`src/rtl/gate_array_pkg.sv`:
```
// Shared opcode definitions for the pipelined bitwise gate array.
// Opcode values are part of the external interface and must not be renumbered.
package gate_array_pkg;

    typedef enum logic [2:0] {
        OP_AND  = 3'd0,
        OP_OR   = 3'd1,
        OP_XOR  = 3'd2,
        OP_NAND = 3'd3,
        OP_NOR  = 3'd4,
        OP_XNOR = 3'd5,
        OP_NOTA = 3'd6,
        OP_PASS = 3'd7
    } gate_op_t;

    localparam int GATE_OP_W = 3;

endpackage

```
`src/rtl/gate_array_core.sv`:
```
// Combinational bitwise operator: (op, a, b) -> (y, zero, parity).
// Flags are derived from the full-width result, so inverting ops flip every bit first.
module gate_array_core
    import gate_array_pkg::*;
#(
    parameter int WIDTH = 8
) (
    input  gate_op_t         i_op,
    input  logic [WIDTH-1:0] i_a,
    input  logic [WIDTH-1:0] i_b,
    output logic [WIDTH-1:0] o_y,
    output logic             o_zero,
    output logic             o_par
);

    always_comb begin
        o_y = '0;
        case (i_op)
            OP_AND:  o_y = i_a & i_b;
            OP_OR:   o_y = i_a | i_b;
            OP_XOR:  o_y = i_a ^ i_b;
            OP_NAND: o_y = ~(i_a & i_b);
            OP_NOR:  o_y = ~(i_a | i_b);
            OP_XNOR: o_y = ~(i_a ^ i_b);
            OP_NOTA: o_y = ~i_a;
            OP_PASS: o_y = i_a;
            default: o_y = '0;
        endcase
    end

    assign o_zero = (o_y == '0);
    assign o_par  = ^o_y;

endmodule

```
`src/rtl/gate_array_pipe.sv`:
```
// Two-stage valid/ready pipeline around gate_array_core with result flags and
// a saturating count of results taken by the consumer.
module gate_array_pipe
    import gate_array_pkg::*;
#(
    parameter int WIDTH = 8,
    parameter int CNT_W = 16
) (
    input  logic             clk,
    input  logic             rst_n,
    input  logic             in_valid,
    output logic             in_ready,
    input  logic [2:0]       in_op,
    input  logic [WIDTH-1:0] in_a,
    input  logic [WIDTH-1:0] in_b,
    output logic             out_valid,
    input  logic             out_ready,
    output logic [WIDTH-1:0] out_y,
    output logic             out_zero,
    output logic             out_par,
    output logic [CNT_W-1:0] done_cnt,
    input  logic             clr_cnt
);

    logic             r_s1_valid;
    gate_op_t         r_s1_op;
    logic [WIDTH-1:0] r_s1_a;
    logic [WIDTH-1:0] r_s1_b;

    logic             r_out_valid;
    logic [WIDTH-1:0] r_out_y;
    logic             r_out_zero;
    logic             r_out_par;
    logic [CNT_W-1:0] r_cnt;

    logic             w_s1_load;
    logic             w_s2_load;
    logic             w_out_fire;
    logic [WIDTH-1:0] w_y;
    logic             w_zero;
    logic             w_par;

    // S1 may refill in the same cycle it drains into S2, so ready looks through both stages.
    assign in_ready   = !r_s1_valid || !r_out_valid || out_ready;
    assign w_s1_load  = in_valid && in_ready;
    assign w_s2_load  = r_s1_valid && (!r_out_valid || out_ready);
    assign w_out_fire = r_out_valid && out_ready;

    always_ff @(posedge clk or negedge rst_n) begin
        if (!rst_n) begin
            r_s1_valid <= 1'b0;
            r_s1_op    <= OP_AND;
            r_s1_a     <= '0;
            r_s1_b     <= '0;
        end else if (w_s1_load) begin
            r_s1_valid <= 1'b1;
            r_s1_op    <= gate_op_t'(in_op);
            r_s1_a     <= in_a;
            r_s1_b     <= in_b;
        end else if (w_s2_load) begin
            r_s1_valid <= 1'b0;
        end
    end

    gate_array_core #(
        .WIDTH (WIDTH)
    ) u_core (
        .i_op   (r_s1_op),
        .i_a    (r_s1_a),
        .i_b    (r_s1_b),
        .o_y    (w_y),
        .o_zero (w_zero),
        .o_par  (w_par)
    );

    // Output registers only move on a load, which keeps the beat stable under backpressure.
    always_ff @(posedge clk or negedge rst_n) begin
        if (!rst_n) begin
            r_out_valid <= 1'b0;
            r_out_y     <= '0;
            r_out_zero  <= 1'b0;
            r_out_par   <= 1'b0;
        end else if (w_s2_load) begin
            r_out_valid <= 1'b1;
            r_out_y     <= w_y;
            r_out_zero  <= w_zero;
            r_out_par   <= w_par;
        end else if (out_ready) begin
            r_out_valid <= 1'b0;
        end
    end

    always_ff @(posedge clk or negedge rst_n) begin
        if (!rst_n) begin
            r_cnt <= '0;
        end else if (clr_cnt) begin
            r_cnt <= '0;
        end else if (w_out_fire && (r_cnt != {CNT_W{1'b1}})) begin
            r_cnt <= r_cnt + CNT_W'(1);
        end
    end

    assign out_valid = r_out_valid;
    assign out_y     = r_out_y;
    assign out_zero  = r_out_zero;
    assign out_par   = r_out_par;
    assign done_cnt  = r_cnt;

endmodule

```
`config.mk`:
```
export PLATFORM = sky130hd
export DESIGN_NAME = gate_array_pipe
export DESIGN_NICKNAME = d
export VERILOG_FILES = /design/src/rtl/gate_array_pkg.sv /design/src/rtl/gate_array_core.sv /design/src/rtl/gate_array_pipe.sv
export SDC_FILE = /design/constraint.sdc
export NUM_CORES = 1
export LEC_CHECK = 0
export CORE_MARGIN = 2
export CORE_UTILIZATION = 40
export DETAILED_ROUTE_END_ITERATION = 12
export PLACE_DENSITY = 0.74
export SETUP_SLACK_MARGIN = 0.4
export SYNTH_ARGS = -nofsm -noshare
export SYNTH_HDL_FRONTEND = slang
export SYNTH_HIERARCHICAL = 1
export SYNTH_SLANG_ARGS = --single-unit
```
`constraint.sdc`:
```
create_clock -name clk -period 2.4 [get_ports clk]
set_clock_uncertainty 0.05 [all_clocks]
set_input_delay 0.48 -clock clk [delete_from_list [all_inputs] [get_ports clk]]
set_output_delay 0.48 -clock clk [all_outputs]
set_load 0.05 [all_outputs]
```
## After elaboration in Yosys (flattened, before gate mapping)

Index checks and enable logic that the tools add are counted.

- Register bits after elaboration: 47
- Input port bits: 24

- $add $sub $neg: 1
- Equal/unequal tests: 8
- Muxes and demuxes: 7
- Bitwise gates (word level): 7
- Reductions and logical operators: 15

Operators with widths:

| cell | count |
|---|---|
| $pmux W8 S8 | 1 |
| $mux W16 | 2 |
| $not A8 Y8 | 4 |
| $add A16 B1 Y16 const B | 1 |
| $ne A16 B16 Y1 const B | 1 |
| $eq A3 B3 Y1 const B | 4 |
| $and A8 B8 Y8 | 1 |
| $logic_not A8 Y1 | 1 |
| $or A8 B8 Y8 | 1 |
| $reduce_xor A8 Y1 | 1 |
| $xor A8 B8 Y8 | 1 |
| $eq A3 B2 Y1 const B | 2 |
| $reduce_bool A2 Y1 | 3 |
| $logic_and A1 B1 Y1 | 4 |
| $mux W1 | 4 |
| $eq A3 B1 Y1 const B | 1 |
| $logic_not A3 Y1 | 1 |
| $logic_or A1 B1 Y1 | 3 |
| $logic_not A1 Y1 | 2 |

## Depth between registers and ports, before layout

Gate-level depths: netlist of run 1.

- Depth after elaboration: 5
- Gate-level depth with buffers: 10

## By module

Netlist of run 1, hierarchy kept.

By module, submodules not included:

| module | times used | cells each | area each (um^2) |
|---|---|---|---|
| gate_array_pipe | 1 | 168 | 2063.2 |
| gate_array_core | 1 | 152 | 1052.3 |

## Least setup slack after synthesis of run 1

No wires, ideal clock.

- Kind: reg2reg
- Start point: register r_s1_a[5]
- End point: register r_out_par, in the netlist out_par
- Library setup time: 0.125 ns
- Data arrival time: 2.292 ns
- Required time: 2.225 ns
- Slack: -0.067 ns
- Cell stages (with the launch flop): 11
- Buffers on the path: 0
- Period minus slack after synthesis: 2.467 ns
- Cell sequence: dfrtp_1 -> inv_1 -> ha_1 -> or3b_1 -> o41ai_1 -> or4_4 -> o21ai_1 -> ha_1 -> xor2_1 -> xnor2_1 -> mux2_2

- Longest elaborated chain between the ends: 4

Ends and longest elaborated chain:

| what | line | source |
|---|---|---|
| from (decl) | gate_array_pipe.sv:27 | `logic [WIDTH-1:0] r_s1_a;` |
| from (signal assigned) | gate_array_pipe.sv:58 | `r_s1_a <= in_a;` |
| $xor A8 B8 Y8 (tied with other cells) | gate_array_core.sv:21, gate_array_core.sv:24 |  |
| $not A8 Y8, on equally long branches | gate_array_core.sv:24, gate_array_core.sv:22, gate_array_core.sv:23 |  |
| $pmux W8 S8 (*) | gate_array_core.sv:18 | `case (i_op)` |
| $reduce_xor A8 Y1 (*) | gate_array_core.sv:32 | `assign o_par = ^o_y;` |
| via w_par | gate_array_pipe.sv:41 | `logic w_par;` |
| to (signal assigned) | gate_array_pipe.sv:87 | `r_out_par <= w_par;` |
| to (decl) | gate_array_pipe.sv:33 | `logic r_out_par;` |

Mark *: on every way through the listed nets, which the timed path passes. The rest lies on a longest branch.
A chain may end at the register's enable or synchronous reset.

## Worst setup path after layout of run 1

Ends and elaborated chain as after synthesis.

==> results of run 1 <==
state kept, by name, summed over array words and instances (netlist names):
register	cells
done_cnt	16
out_y	8
r_s1_a	8
out_zero	1
out_valid	1
out_par	1
r_s1_b	8
r_s1_op	3
r_s1_valid	1
cell usage in the layout (no fill, tap or decap), types with 7 or more instances in the layout:
cell,n
nand2_1,18
buf_4,39
nand2b_1,9
dfrtp_1,41
inv_1,17
a21oi_1,20
nor2b_1,7
nor2_1,15
mux2_4,9
clkdlybuf4s50_1,23
ha_1,18
dlygate4sd2_1,25
mux2_2,23
nor3_1,7
cell type report:
| type | instances | area, µm² | share of cell area, % |
|---|---|---|---|
| Sequential cell | 47 | 1180 | 27.9 |
| Multi-Input combinational cell | 235 | 1950 | 45.9 |
| Inverter | 23 | 86.3 | 2.03 |
| Timing Repair Buffer | 92 | 811 | 19.1 |
| Tap cell | 102 | 128 | 3.01 |
| Clock inverter | 3 | 18.8 | 0.442 |
| Clock buffer | 5 | 68.8 | 1.62 |
synthesized netlist by cell type, types with 3 or more instances:
cell type	instances
or3_1	4
nor2b_1	7
or4_1	6
buf_6	3
nand4_1	6
inv_1	21
clkbuf_1	6
nor4bb_1	3
and4_1	3
o21ai_0	6
nand2_1	20
nand2b_1	9
buf_2	4
nor4_1	3
mux2_2	32
ha_1	21
nand3_1	6
o21ai_1	5
a21oi_1	24
nor2_1	16
xnor2_1	6
nor3_1	7
dfrtp_1	47
a21o_1	5
xor2_1	3
o211ai_1	4
o31ai_1	6
o22ai_1	4
worst paths after layout:
| path | startpoint | endpoint | slack (ps) | cells after the start |
|---|---|---|---|---|
| max reg2reg | r_s1_a[5] | out_par | -60 | 10 |
| min reg2reg | r_s1_valid | out_valid | 450 | 1 |
| max | r_s1_a[5] | out_par | -60 | 10 |
| max in group asynchronous | rst_n | done_cnt[0] | 1970 | 2 |
| min | rst_n | r_s1_a[6] | 90 | 2 |
| min in group clk | r_s1_valid | out_valid | 450 | 1 |
per-stage QoR:
| stage | setup slack (ps) | hold slack, ps | power (µW) | instance area [µm²] |
|---|---|---|---|---|
| finish | -57.5 | 91.5 | 3170 | 4250 |
| global route | -153 | 97.3 | 3370 | 4250 |
| CTS | -1.72 | 96.9 | 3030 | 4050 |
| detailed placement | -52.7 | 431 | 2540 | 3940 |
| global placement | 16.4 | 434 | 2500 | 3940 |
| floorplan | 54.8 | 134 | 2070 | 3170 |
timing repair:
item | 4_1_cts | 5_1_grt
cloned | 0 | 0
setup buffers | 3 | 10
setup endpoints to repair | 28 | 13
gates resized for setup | 33 | 26
hold endpoints to repair | 0 | 0
pin swaps | 7 | 14
power groups by stage:
| stage | registers, µW | logic, µW | clock network (µW) |
|---|---|---|---|
| 5_1_grt | 1030 | 1780 | 559 |
| 2_1_floorplan | 1300 | 765 | 0 |
| 3_5_place_dp | 1030 | 1510 | 0 |
| 6_report | 1010 | 1660 | 502 |
| 4_1_cts | 1010 | 1500 | 520 |
| 3_3_place_gp | 1020 | 1480 | 0 |
kinds of logic after synthesis:
kind of cell,after synthesis,synth area share [%]
XOR/XNOR,9,2.53
flip-flops,47,37.8
AND/OR/NAND/NOR,99,17.8
buffers and inverters,38,5.70
adder cells (fa/ha/maj),21,8.43
AO/OA/AOI/OAI,73,15.9
multiplexers,33,11.9
worst reg2reg max path, stage by stage (launching register included):
cell	delay, ps
dfrtp_1	370
inv_2	50
ha_4	260
or3b_4	380
o41ai_4	70
o32a_1	240
o21ai_2	60
ha_1	310
xor2_1	190
xnor2_1	130
mux2_2	250
metal layers:
metal  GRT usage, %  wire (µm)
met5              0          0
met4           3.98         58
met3           4.19        385
met2           31.6       4030
met1           22.0       3180
==> impl_metrics.ini, run 1 <==
[outcome]
outcome = finished with violations
violations = setup timing

[die]
ios = 52
die_x_um = 92.3
rows = 32
core_um2 = 7650
fp.dieH_um = 92.3
start_util_pct = 40.7
dieArea_um2 = 8510

[setup_path]
critPathArrivalTime_ps = 2610
startpoint_type = register
path_delay_family = adder cells
path_cells = inv_2 > ha_4 > or3b_4 > o41ai_4 > o32a_1 > o21ai_2 > ha_1 > xor2_1 > xnor2_1 > mux2_2
crit_buf_inv = 1
required_ps = 2550
slowest_stage = or3b_4
cp-end-kind = register
cp_max_fo = 2
crit_type = register to register
cp_slowest_stage_delay_ps = 380

[sta]
slew_violations = 0
rsz0062_at_grt = true
relSlewSlack_pct = 66.2
finalWorstSetupSlack_ps = -57.5
worstMarginPinSlew_ps = 507
fin_setup_tns_ps = -57.5
finalCritPeriodShare_pct = 102
finalHoldViolations = 0
max_freq_mhz = 407
setup_viol = 1
min_period_ps = 2460

[pwr]
p_per_area_nw_per_um2 = 746
p_leak_uw = 0.00194
switching_share_pct = 40.1
clkPwrFrac_pct = 15.8
combPwrFrac_pct = 52.3
seqPwrFrac_pct = 31.9
irDropWorstVdd_mv = 0.256
p_int_uw = 1900
switching_power_uw = 1270

[logic_synthesis]
yosysWarnings = 6
synth-seq-cells = 47
synthTopCellsByArea = dfrtp_1 38%, mux2_2 12%, ha_1 8.4%, a21oi_1 3.9%, inv_1 2.5%
synthArstFlopShare_pct = 100
synth_nets = 365
synthesis.instances = 320
synth_edf_count = 0
ys_types = 52
synth_area_leader_cell = dfrtp_1
syn-cell-area_um2 = 3120
synth_ff_type = dfrtp_1
syn_avg_cell_area_um2 = 9.74
synth_top_area_share_pct = 37.8
ys_seq_area_share_pct = 37.8

[routing]
remaining_drc_errors = 0
dr.pass1.iters = 4
routed_wl_um = 7650
routed_via_density = 5.46
drtIter0Drc = 113
final_antenna_net_count = 0
routedWlPerCell_um = 15.1
vias = 2766

[grt]
grt-ovfl-total = 0
grt_pass1_vias = 2731
grt_max_degree = 48
grt_pass1_wl_um = 12400
grt_use_total_pct = 17.8
antenna_found_initial = 0

[clocking]
clock_sinks = 47
insertion_delay_ps = 310
cts_max_level = 2
cts_hold_buf = 0
cts_made_buffers = 5
cts.path.max_buffers = 2
clock-root-buffer = clkbuf_8
cts_tree = built
clk_pin_slew_ps = 90

[place]
dp_cells = 486
hpwl_um = 5220
gp_congestion = 0.875
io_buffer_count = 51

[min_path]
hp-class = input pin to async pin

[cells_and_area]
utilization_pct = 55.5
fin_nets = 449
final_cells = 507
insertedDiodeCount = 0
syn_to_final_growth_pct = 36.3
fill_cells = 690
drive_gt1_share_pct = 30.1

[run]
drv_cap = 0
No activity file was read; power rests on OpenSTA's default activity.
==> run 2, diff against run 1 <==
--- a/config.mk
+++ b/config.mk
@@ -5,9 +5,10 @@
 export SDC_FILE = /design/constraint.sdc
 export NUM_CORES = 1
 export LEC_CHECK = 0
-export CORE_MARGIN = 2
+export CORE_MARGIN = 3
 export CORE_UTILIZATION = 40
 export DETAILED_ROUTE_END_ITERATION = 12
+export HOLD_SLACK_MARGIN = 0.15
 export PLACE_DENSITY = 0.74
 export SETUP_SLACK_MARGIN = 0.4
 export SYNTH_ARGS = -nofsm -noshare
==> run 2 against run 1 <==
  * Combinational power barely moved
  * Setup slack improved by 24 ps
  * Core utilization rose by 2.3 points
  * Maximum frequency rose by 0.99%
  * Clock power rose by 19%
  * Cell count rose by 0.20%
  * Worst hold slack improved by 350 ps
  * Critical endpoint unchanged
  * Via count fell by 0.36%
  * Sequential power barely moved
  * Critical path type unchanged
  * First-iteration DRC count rose by 64%
  * The flow still finishes with violations (setup timing)
  * Sequential share of layout area fell by 0.24 points
==> impl_metrics.ini, run 2 (synthesis gave the netlist of run 1 again) <==
[outcome]
outcome = finished with violations
violations = setup timing

[die]
fp.dieH_um = 94.3
die_x_um = 94.3
core_um2 = 7410
ios = 52
start_util_pct = 42.1
dieArea_um2 = 8880
rows = 31

[cells_and_area]
syn_to_final_growth_pct = 37.5
fill_cells = 650
drive_gt1_share_pct = 29.8
regArea_um2 = 1180
fin_nets = 453
insertedDiodeCount = 0
multi_input_area_um2 = 1940
final_cell_mix = 41 x dfrtp_1, 41 x buf_4, 26 x dlygate4sd2_1
largest_reg_flops = 16

[clocking]
clk_pin_slew_ps = 90
cts_made_buffers = 5
clock_sinks = 47
cts.path.max_buffers = 2
cts_max_level = 2
insertion_delay_ps = 310
cts_tree = built
clock-root-buffer = clkbuf_8

[pwr]
p_leak_uw = 0.00196
seqPwrFrac_pct = 31.3
switching_power_uw = 1250
switching_share_pct = 38.3
combPwrFrac_pct = 50.4
irDropWorstVdd_mv = 0.371
p_int_uw = 2020
clkPwrFrac_pct = 18.3
p_per_area_nw_per_um2 = 763

[setup_path]
path_cells = inv_2 > ha_4 > or3b_4 > o41ai_4 > o32a_1 > o21ai_2 > ha_1 > xor2_1 > xnor2_1 > mux2_2
r2r_cells = 10
crit_buf_inv = 1
critPathArrivalTime_ps = 2580
startpoint_type = register
crit_type = register to register
required_ps = 2550
slowest_stage = or3b_4
cp_max_fo = 2
cp_slowest_stage_delay_ps = 380
path_delay_family = adder cells
cp.depth = 10
cp-end-kind = register

[grt]
grt_max_degree = 25
grt_use_total_pct = 17.3
antenna_found_initial = 0
grt_pass1_vias = 2690
grt-ovfl-total = 0
grt_pass1_wl_um = 12300

[routing]
routedWlPerCell_um = 14.7
vias = 2756
drtIter0Drc = 185
final_antenna_net_count = 0
routed_via_density = 5.43
dr.pass1.iters = 4
routed_wl_um = 7470
remaining_drc_errors = 0

[sta]
relSlewSlack_pct = 59.2
slew_violations = 0
finalCritPeriodShare_pct = 101
hold_ws_ps = 446
finalHoldViolations = 0
worstMarginPinSlew_ps = 611
finalWorstSetupSlack_ps = -33.3
min_period_ps = 2430
max_freq_mhz = 411
setup_viol = 1
rsz0062_at_grt = true

[min_path]
hold_path_depth = 1
hp-class = register to register

[place]
hpwl_um = 5350
io_buffer_count = 51
dpl_worst_slack_ps = -49.1
gp_congestion = 0.873

[run]
drv_cap = 0
## run 2: changes by cell type in the layout (fill, tap and decap cells not counted), sizes merged
cell	before	now
dlygate4sd2	25	26
bufinv	0	1
buf	43	46
clkdlybuf4s50	23	22
dlygate4sd3	0	1
inv	24	23
## run 2: final timing paths
path | from | end | slack [ps]
setup / recovery | r_s1_a[5] | out_par | -30
hold / removal | r_s1_valid | out_valid | 450
setup reg to reg | r_s1_a[5] | out_par | -30
hold reg to reg | r_s1_valid | out_valid | 450
max in group asynchronous | rst_n | out_valid | 1080
min in group asynchronous | rst_n | r_s1_a[2] | 660
## run 2: repair_timing
| item | in CTS | in global routing |
|---|---|---|
| pin swaps | 1 | 13 |
| resized for setup | 28 | 28 |
| setup buffers | 1 | 5 |
| hold buffers | 1 | 0 |
| setup endpoints to repair | 32 | 12 |
| hold endpoints to repair | 23 | 0 |
## run 2: final cells by class
cell class / count / share of cell area (%)
clock buffers: 5 / 1.61
well taps: 99 / 2.89
inverters: 23 / 2.02
repair buffers: 96 / 19.6
flip-flops and latches: 47 / 27.6
multi-input cells: 235 / 45.2
clock inverters: 3 / 1.02
## run 2: metrics by stage
stage	instances	utilization (%)	power (µW)	setup TNS [ps]	cell area [µm²]
floorplan	320	-	2070	0	3170
global placement	493	54.1	2560	-14.9	4010
detailed placement	493	54.1	2600	-49.1	4010
CTS	503	55.5	3160	-27.3	4110
global route	508	57.8	3460	-195	4280
finish	508	57.8	3270	-33.3	4280
## run 2: routing by layer
metal	track usage [%]	routed length [µm]	vias to the layer above
li1	-	-	1337
met1	23.4	3480	1343
met2	27.8	3500	66
met3	3.29	362	10
met4	5.78	124	0
met5	0	0	-
## run 2: power by group through the flow
stage / Combinational, µW / Sequential [µW] / Clock, µW
2_1_floorplan: 765 / 1300 / 0
3_3_place_gp: 1520 / 1040 / 0
3_5_place_dp: 1550 / 1050 / 0
4_1_cts: 1520 / 1030 / 614
5_1_grt: 1780 / 1040 / 637
6_report: 1650 / 1020 / 597
